File: src/rtl/hrm_leds_pkg.sv
// Shared definitions for the LED pattern controller: register map offsets,
// CTRL field layout, pattern modes and FSM state encoding.
package hrm_leds_pkg;

    localparam int unsigned MODE_W = 2;
    localparam int unsigned RATE_W = 3;
    localparam int unsigned POS_W  = 3;

    localparam logic [MODE_W-1:0] MODE_DIRECT = 2'b00;
    localparam logic [MODE_W-1:0] MODE_BLINK  = 2'b01;
    localparam logic [MODE_W-1:0] MODE_ROTATE = 2'b10;
    localparam logic [MODE_W-1:0] MODE_BOUNCE = 2'b11;

    localparam int unsigned CTRL_MODE_LSB = 0;
    localparam int unsigned CTRL_RATE_LSB = 2;
    localparam int unsigned CTRL_RUN_BIT  = 5;

    localparam logic [7:0] OFS_DATA = 8'd0;
    localparam logic [7:0] OFS_CTRL = 8'd1;

    typedef enum logic [1:0] {
        ST_IDLE = 2'd0,
        ST_WAIT = 2'd1,
        ST_STEP = 2'd2
    } state_e;

    // Implemented CTRL bits [5:0]; [7:6] are not stored.
    typedef struct packed {
        logic              run;
        logic [RATE_W-1:0] rate;
        logic [MODE_W-1:0] mode;
    } ctrl_t;

    function automatic logic ctrl_active(input ctrl_t c);
        return c.run && (c.mode != MODE_DIRECT);
    endfunction

endpackage

File: src/rtl/leds_prescaler.sv
// Free-running clk divider: tick_c pulses once every CLK_DIV cycles while enabled.
module leds_prescaler #(
    parameter int unsigned CLK_DIV = 12000
) (
    input  logic clk,
    input  logic rst,
    input  logic en,
    input  logic clear,
    output logic tick_c
);
    localparam int unsigned CW = $clog2(CLK_DIV);
    localparam logic [CW-1:0] LAST = CW'(CLK_DIV - 1);

    logic [CW-1:0] cnt_q, cnt_d;

    // Held at zero while disabled so each run starts from a full period.
    always_comb begin
        cnt_d = cnt_q;
        if (clear || !en) begin
            cnt_d = '0;
        end else if (cnt_q == LAST) begin
            cnt_d = '0;
        end else begin
            cnt_d = cnt_q + CW'(1);
        end
    end

    always_ff @(posedge clk or negedge rst) begin
        if (!rst) begin
            cnt_q <= '0;
        end else begin
            cnt_q <= cnt_d;
        end
    end

    assign tick_c = en && !clear && (cnt_q == LAST);

endmodule

File: src/rtl/leds_pattern_ctrl.sv
// Memory-mapped LED controller: arbitrates the LEDS register write port between
// CPU DATA writes and a prescaled blink/rotate/bounce pattern engine.
module leds_pattern_ctrl
    import hrm_leds_pkg::*;
#(
    parameter logic [7:0]  BASE_ADDR  = 8'h0A,
    parameter int unsigned CLK_DIV    = 12000,
    parameter int unsigned data_width = 8
) (
    input  logic                  clk,
    input  logic                  rst,
    input  logic [7:0]            addr,
    input  logic                  write_en,
    input  logic [data_width-1:0] din,
    output logic [data_width-1:0] dout,
    output logic                  led_we,
    output logic [data_width-1:0] led_din,
    output logic                  busy
);
    localparam int unsigned DW = data_width;
    localparam logic [7:0] ADDR_DATA = 8'(BASE_ADDR + OFS_DATA);
    localparam logic [7:0] ADDR_CTRL = 8'(BASE_ADDR + OFS_CTRL);

    state_e            state_q, state_d;
    ctrl_t             ctrl_q, ctrl_d, ctrl_new_c;
    logic [DW-1:0]     shadow_q, shadow_d;
    logic [DW-1:0]     led_din_q, led_din_d;
    logic              led_we_q, led_we_d;
    logic [RATE_W-1:0] ratecnt_q, ratecnt_d;
    logic              phase_q, phase_d;
    logic [POS_W-1:0]  pos_q, pos_d;
    logic              dir_q, dir_d;
    logic              data_wr_c, ctrl_wr_c, tick_c;

    assign data_wr_c = write_en && (addr == ADDR_DATA);
    assign ctrl_wr_c = write_en && (addr == ADDR_CTRL);

    always_comb begin
        ctrl_new_c      = '0;
        ctrl_new_c.mode = din[CTRL_MODE_LSB +: MODE_W];
        ctrl_new_c.rate = din[CTRL_RATE_LSB +: RATE_W];
        ctrl_new_c.run  = din[CTRL_RUN_BIT];
    end

    leds_prescaler #(
        .CLK_DIV (CLK_DIV)
    ) u_prescaler (
        .clk    (clk),
        .rst    (rst),
        .en     (state_q != ST_IDLE),
        .clear  (ctrl_wr_c),
        .tick_c (tick_c)
    );

    // Next-state, port arbitration and pattern step. Priority: CTRL write,
    // then DATA write, then the scheduled step.
    always_comb begin
        state_d   = state_q;
        ctrl_d    = ctrl_q;
        shadow_d  = shadow_q;
        led_din_d = led_din_q;
        led_we_d  = 1'b0;
        ratecnt_d = ratecnt_q;
        phase_d   = phase_q;
        pos_d     = pos_q;
        dir_d     = dir_q;

        if (tick_c) begin
            ratecnt_d = (ratecnt_q == ctrl_q.rate) ? '0 : ratecnt_q + RATE_W'(1);
        end

        unique case (state_q)
            ST_IDLE: if (ctrl_active(ctrl_q)) state_d = ST_WAIT;
            ST_WAIT: if (tick_c && (ratecnt_q == ctrl_q.rate)) state_d = ST_STEP;
            ST_STEP: state_d = ST_WAIT;
            default: state_d = ST_IDLE;
        endcase

        if (ctrl_wr_c) begin
            ctrl_d    = ctrl_new_c;
            ratecnt_d = '0;
            phase_d   = 1'b0;
            pos_d     = '0;
            dir_d     = 1'b0;
            if (!ctrl_active(ctrl_new_c)) begin
                state_d   = ST_IDLE;
                led_din_d = shadow_q;
                led_we_d  = 1'b1;
            end else if (state_q != ST_IDLE) begin
                state_d = ST_WAIT;
            end
        end else if (data_wr_c) begin
            shadow_d  = din;
            led_din_d = din;
            led_we_d  = 1'b1;
        end else if (state_q == ST_STEP) begin
            led_we_d = 1'b1;
            case (ctrl_q.mode)
                MODE_BLINK: begin
                    phase_d   = !phase_q;
                    led_din_d = phase_d ? '0 : shadow_q;
                end
                MODE_ROTATE: begin
                    led_din_d = {led_din_q[DW-2:0], led_din_q[DW-1]};
                end
                MODE_BOUNCE: begin
                    led_din_d = DW'(1) << pos_q;
                    // Reverse at each end so both endpoints are shown once per pass.
                    if (!dir_q) begin
                        if (pos_q == POS_W'(7)) begin
                            dir_d = 1'b1;
                            pos_d = POS_W'(6);
                        end else begin
                            pos_d = pos_q + POS_W'(1);
                        end
                    end else begin
                        if (pos_q == POS_W'(0)) begin
                            dir_d = 1'b0;
                            pos_d = POS_W'(1);
                        end else begin
                            pos_d = pos_q - POS_W'(1);
                        end
                    end
                end
                default: led_we_d = 1'b0;
            endcase
        end
    end

    always_ff @(posedge clk or negedge rst) begin
        if (!rst) begin
            state_q   <= ST_IDLE;
            ctrl_q    <= '0;
            shadow_q  <= '0;
            led_din_q <= '0;
            led_we_q  <= 1'b0;
            ratecnt_q <= '0;
            phase_q   <= 1'b0;
            pos_q     <= '0;
            dir_q     <= 1'b0;
        end else begin
            state_q   <= state_d;
            ctrl_q    <= ctrl_d;
            shadow_q  <= shadow_d;
            led_din_q <= led_din_d;
            led_we_q  <= led_we_d;
            ratecnt_q <= ratecnt_d;
            phase_q   <= phase_d;
            pos_q     <= pos_d;
            dir_q     <= dir_d;
        end
    end

    always_comb begin
        dout = '0;
        if (addr == ADDR_DATA) begin
            dout = led_din_q;
        end else if (addr == ADDR_CTRL) begin
            dout = DW'(ctrl_q);
        end
    end

    assign led_we  = led_we_q;
    assign led_din = led_din_q;
    assign busy    = (state_q != ST_IDLE);

endmodule
File: config.mk
export PLATFORM = sky130hd
export DESIGN_NAME = leds_pattern_ctrl
export DESIGN_NICKNAME = d
export VERILOG_FILES = /design/src/rtl/hrm_leds_pkg.sv /design/src/rtl/leds_prescaler.sv /design/src/rtl/leds_pattern_ctrl.sv
export SDC_FILE = /design/constraint.sdc
export NUM_CORES = 1
export LEC_CHECK = 0
export CAP_MARGIN = 20
export CORE_UTILIZATION = 45
export CTS_BUF_LIST = sky130_fd_sc_hd__clkbuf_4
export CTS_CLUSTER_SIZE = 24
export DETAILED_ROUTE_END_ITERATION = 6
export PLACE_DENSITY = 0.74
export SLEW_MARGIN = 20
export SYNTH_ARGS = -nofsm -noshare
export SYNTH_HDL_FRONTEND = slang
export SYNTH_SLANG_ARGS = --single-unit
File: constraint.sdc
create_clock -name clk -period 2.5 [get_ports clk]
set_clock_uncertainty 0.15 [all_clocks]
set_input_delay 0.5 -clock clk [delete_from_list [all_inputs] [get_ports clk]]
set_output_delay 0.5 -clock clk [all_outputs]
set_load 0.05 [all_outputs]
# Yosys cells after proc, flatten, opt, wreduce, memory -nomap -nowiden
# Index checks and enable logic that the tools add are counted.
dict set report totals {
  register_bits 47
  in_bits 19
  wordCells 99
}
dict set report classes {
  add_sub_neg 4
  n_eq_ne 12
  shift 1
  n_mux 42
  bitwise_logic 1
  reduce_logical 27
}
# operator n
set op_table {}
lappend op_table {{two-way mux 8 bit} 6}
lappend op_table {{two-way mux 3 bit} 10}
lappend op_table {{two-way mux 14 bit} 2}
lappend op_table {{case mux 8 bit (3 select lines)} 1}
lappend op_table {{equality test 8 x 4 -> 1 bit (second input constant)} 2}
lappend op_table {{two-way mux 1 bit} 16}
lappend op_table {{adder 14 x 1 -> 14 bit (second input constant)} 1}
lappend op_table {{equality test 14 bit (second input constant)} 1}
lappend op_table {{nonzero test 2 bit} 7}
lappend op_table {{two-way mux 2 bit} 5}
lappend op_table {{AND reduction 3 bit} 3}
lappend op_table {{<< shifter 1 x 3 -> 8 bit (first input constant)} 1}
lappend op_table {{logical AND 1 bit} 7}
lappend op_table {{adder 3 x 1 -> 3 bit (second input constant)} 2}
lappend op_table {{equality test 2 bit (second input constant)} 3}
lappend op_table {{two-way mux 6 bit} 1}
lappend op_table {{case mux 2 bit (3 select lines)} 1}
lappend op_table {{nonzero test 5 bit} 1}
lappend op_table {{equality test 2 x 1 -> 1 bit (second input constant)} 2}
lappend op_table {{equality test 3 bit} 1}
lappend op_table {{equality test 3 bit (second input constant)} 1}
lappend op_table {{logical NOT 1 bit} 3}
lappend op_table {{logical NOT 3 bit} 1}
lappend op_table {{nonzero test 3 bit} 1}
lappend op_table {{other kinds (8)} 8}

# Depth between registers and ports, before layout
dict set report logic_depth {
  depth_word 11
  mapped_depth 7
  depth_no_buf 7
}

# Cells and area by module
# A second synthesis with hierarchy kept.
dict set report unflattened {
  cells_unflattened 267
  area_unflattened_um2 2728.9
}
# module instances cells_per_inst area_each_um2 seq_area_each_um2
set by_module_without_submodules {}
lappend by_module_without_submodules {leds_pattern_ctrl 1 195 2013.2 825.8}
lappend by_module_without_submodules {leds_prescaler 1 72 715.7 350.3}

# Worst setup path after synthesis
# Ideal clock, no wire load.
dict set report synth_timing {
  path_type {in2out}
  from {in addr[5]}
  to {out dout[7]}
  arrival_time_ns 2.321
  required_ns 1.850
  path_slack_ns -0.471
  cell_stages 3
  path_cell_list {nor4_1 nand2_1 nor3b_1}
}
dict set report synth_via {
  elab_chain_cells 2
}
# element line_no
set synth_lines {}
lappend synth_lines {{start: declaration} leds_pattern_ctrl.sv:12} ;# input logic [7:0] addr,
lappend synth_lines {{equality test 8 x 4 -> 1 bit} leds_pattern_ctrl.sv:156} ;# if (addr == ADDR_DATA) begin
lappend synth_lines {{two-way mux 8 bit} leds_pattern_ctrl.sv:156}
lappend synth_lines {{end: declaration} leds_pattern_ctrl.sv:15} ;# output logic [data_width-1:0] dout,
# Every way passes these cells.

# Final worst setup path
dict set report layout_timing {
  from {in addr[2]}
  to {out dout[7]}
}
# The elaborated chain is that of the path after synthesis.

==> results by group <==
GRT
  • Global-route wire length before repair: 11,600 um
  • Total grt overflow: 0
  • Total GRT Usage: 23.5%
  • Vias in the first global route: between 2k and 2.5k
  • Pin count of the biggest net entering global routing: 29
  • Initial antenna violation count: 0

Logic synthesis
  • Synth Area in Compound Gates: 11.4%
  • Yosys cell types: 56
  • Cell area after synthesis: 0.00287 mm2
  • Post-synthesis sequential area ratio: between 40% and 50%
  • Synth top area cells: dfrtp_1 41%, nand2_1 6.9%, mux2i_1 4.5%, ha_1 3.9%, xnor2_1 3.7%
  • Synthesized net count: 337
  • Syn_area_per_cell: between 9 and 10 um2
  • Mux cell area share after synthesis: around 7.9%
  • FF+latch count, synth: 47
  • Ys async rst share: 100%
  • Area leader, netlist: dfrtp_1
  • Yosys warns: 0
  • Synth top area share: between 40% and 50%
  • Synth Area in XOR/XNOR: between 4 and 5%
  • Number of synthesized flops with an enable pin: 0
  • Predominant post-synthesis flop cell: dfrtp_1
  • Adder-cell share of the synthesized area: 3.93%
  • Post-synthesis cell count: 309
  • Largest family of logic cells by synthesized area: simple AND/OR/NAND/NOR gates
  • Synth Area in Simple Gates: 26.8%

Timing
  • RSZ-0062 raised after global routing: no
  • Worst-margin pin slew: 0.679 ns
  • Setup violators final: 0
  • Final hold vios: 0
  • Final TNS setup: 0 ns
  • Fmax: between 0.4 and 0.5 GHz
  • Relative slew slack: between 50% and 60%
  • Part of the cycle the worst path needs: 99.3%
  • Minimum clock period: 2.48 ns
  • Pins Over Slew Limit: 0

Clocking
  • Num CTS Buffers: 5
  • Root buffer cell: clkbuf_4
  • Reg clk slew, reported paths: 0.12 ns
  • Clock Tree Buf Depth: 2
  • Clock latency on the worst-skew pair: around 0.37 ns
  • Depth of the CTS H-tree: 2
  • CTS tree: done
  • CTS sink count: 47

Hold path
  • WHS Path Cells: 2
  • Worst hold start: shadow_q[1]
  • Worst min path class: reg -> reg
  • WHS Endpoint: shadow_q[1]

Setup path
  • Critical path class: in -> out
  • Worst path arrival time: 1.83 ns
  • Slowest cell on the critical path: clkdlybuf4s50_1
  • Crit. End Element: primary output
  • R2R cell count: 7
  • Worst R2R End: led_din[0]
  • Nature of the critical path startpoint: input pin
  • Max incr delay on CP: between 0.4 and 0.5 ns
  • R2r setup slk: 0.38 ns
  • Worst path cell trace: clkdlybuf4s50_1 > and3b_2 > nand2_2 > buf_6 > nor3b_4 > buf_12
  • Worst Path Required: 1.85 ns
  • Max FO, Critical Path: 4
  • Launch point of the worst reg-to-reg path: pos_q[0]

Place
  • Dpl hpwl: 5190 um
  • GPL Wtd Cong: 0.899
  • Post-Place Cells: 435
  • I/O Buffers: 36

Route
  • Vias post-DR: 2,637
  • Per-cell routed wire length: 16.7 um
  • Drt total wl: 7600 um
  • Vias per Instance: 5.81
  • Drt pass-1 iters: 5
  • Initial DRC Count: 212
  • Post-DRT Antenna Nets: 0
  • Residual DRC: 0

Finish
  • ANT cells: 0
  • Area added between synthesis and finish: 31.5%
  • Final Non-Filler Cells: 454
  • Reg area: 0.00118 mm2
  • Share of cells above drive strength 1: 21.6%
  • # fillers: around 500
  • Commonest non-fill, non-tap cell in the layout: nand2_1
  • Most frequent cells in the layout: 52 x nand2_1, 47 x dfrtp_1, 36 x buf_4, 23 x nor2_1, 21 x clkdlybuf4s50_1
  • Final Net Count: 407
  • Multi-input logic area: 0.00161 mm2

Die
  • Die height: 81.8 um
  • Total core area: roughly 0.006 mm2
  • Starting density of the core: 47.5%
  • Io pins: 37
  • Die area: 0.00669 mm2
  • Die X: 81.8 um
  • # rows: 28

Power
  • Sw power: 526 uW
  • Clock share of power: 21.2%
  • Power share of the sequential group: a little under three fifths
  • Sw Share: 32.4%
  • Combinational Power Share: 21.4%
  • Leak pwr: 1.72 nW
  • Pwr dens: around 430 mW/mm2
  • Internal power: roughly 1.1 mW
  • Max IR drop VDD: between 200 and 250 uV

Status
  • Status: finished clean

Run
  • Max-cap violation count: 0
through the flow:
stage                     utilization [%]  setup slack, ns  hold slack, ns  instance area (um2)  power, mW
after global routing                 62.5           0.0101           0.403                 3770       1.71
after CTS                            61.7           0.0124           0.373                 3720       1.62
final                                62.5           0.0187           0.375                 3770       1.62
after detailed placement             59.6           -0.268           0.340                 3590       1.28
after global placement               59.6           -0.233           0.334                 3590       1.26
after floorplan                         -         -0.00836          0.0544                 2880       1.13
power by group through the flow:
stage / registers [mW] / clock network [mW] / logic, mW
after global routing: 0.943 / 0.383 / 0.385
after CTS: 0.928 / 0.352 / 0.344
after detailed placement: 0.942 / 0 / 0.336
final: 0.931 / 0.345 / 0.348
after floorplan: 0.936 / 0 / 0.199
after global placement: 0.937 / 0 / 0.325
critical path: cells and delay by family:
kind	cells	cell delay (ns)
buffers and inverters	3	0.73
and+or+nand+nor	3	0.58
sequential cells by signal (all words and copies together), names as in the netlist:
signal and cells:
ratecnt_q 3, u_prescaler.cnt_q 14, shadow_q 8, pos_q 3, dir_q 1, led_we 1
phase_q 1, led_din 8, ctrl_q 6, state_q 2
layout make-up:
class	instances	area share (%)
inverters	13	1.29
multi-input cells	233	42.7
well taps	75	2.49
flip-flops and latches	47	31.2
clock buffers	5	0.996
clock inverters	2	0.232
repair buffers	79	21.1
cell usage after synthesis (2+ instances only):
library cell,instances
nand3_1,10
a21oi_1,7
nor3_1,11
xnor2_1,12
nor4_1,6
and4_1,2
nor2_1,23
nand3b_1,4
o31ai_1,3
a2111oi_0,3
a31oi_1,7
mux2i_1,13
buf_6,2
mux2_4,5
xor2_1,2
nand4_1,2
nand2_1,53
nor4b_1,2
ha_1,9
a221o_1,2
o211ai_1,2
dfrtp_1,47
nand4b_1,3
mux2_2,2
and3b_1,4
o21ai_0,8
inv_1,13
a22oi_1,2
clkbuf_1,9
nor2b_1,9
or3_1,3
buf_2,4
a222oi_1,2
kinds of logic (layout without fill, tap and decap cells):
kind of cell	after synthesis	count (layout)
AO/OA/AOI/OAI	45	45
XOR/XNOR	14	14
adder cells (fa/ha/maj)	9	9
buffers and inverters	29	99
flip-flops	47	47
multiplexers	20	20
AND/OR/NAND/NOR	145	145
worst max-delay path by stage:
| stage | startpoint | endpoint | slack (ns) | cells past startpoint |
|---|---|---|---|---|
| 6_report | addr[2] | dout[7] | 0.02 | 6 |
| 5_1_grt | addr[3] | dout[7] | 0.01 | 6 |
| 4_1_cts | addr[1] | dout[7] | 0.01 | 6 |
| 3_5_place_dp | addr[5] | led_din[2] | -0.27 | 5 |
| 3_3_place_gp | addr[5] | led_din[4] | -0.23 | 5 |
| 2_1_floorplan | addr[5] | dout[7] | -0.008 | 3 |
repair_timing:
action,CTS,global route
hold endpoints to repair,19,0
setup buffers,7,3
hold buffers,1,0
endpoints found under the setup margin,9,18
gates cloned,0,1
pin swaps,3,5
gates resized for setup,9,11
per-layer routing:
metal  vias up  global-route usage, %  wire (um)
li1       1239                      -          -
met1      1279                   33.0       3500
met2        99                   34.8       3470
met3        20                   4.89        450
met4         0                   10.0        173
met5         -                      0          0
No activity file was read; power rests on OpenSTA's default activity.
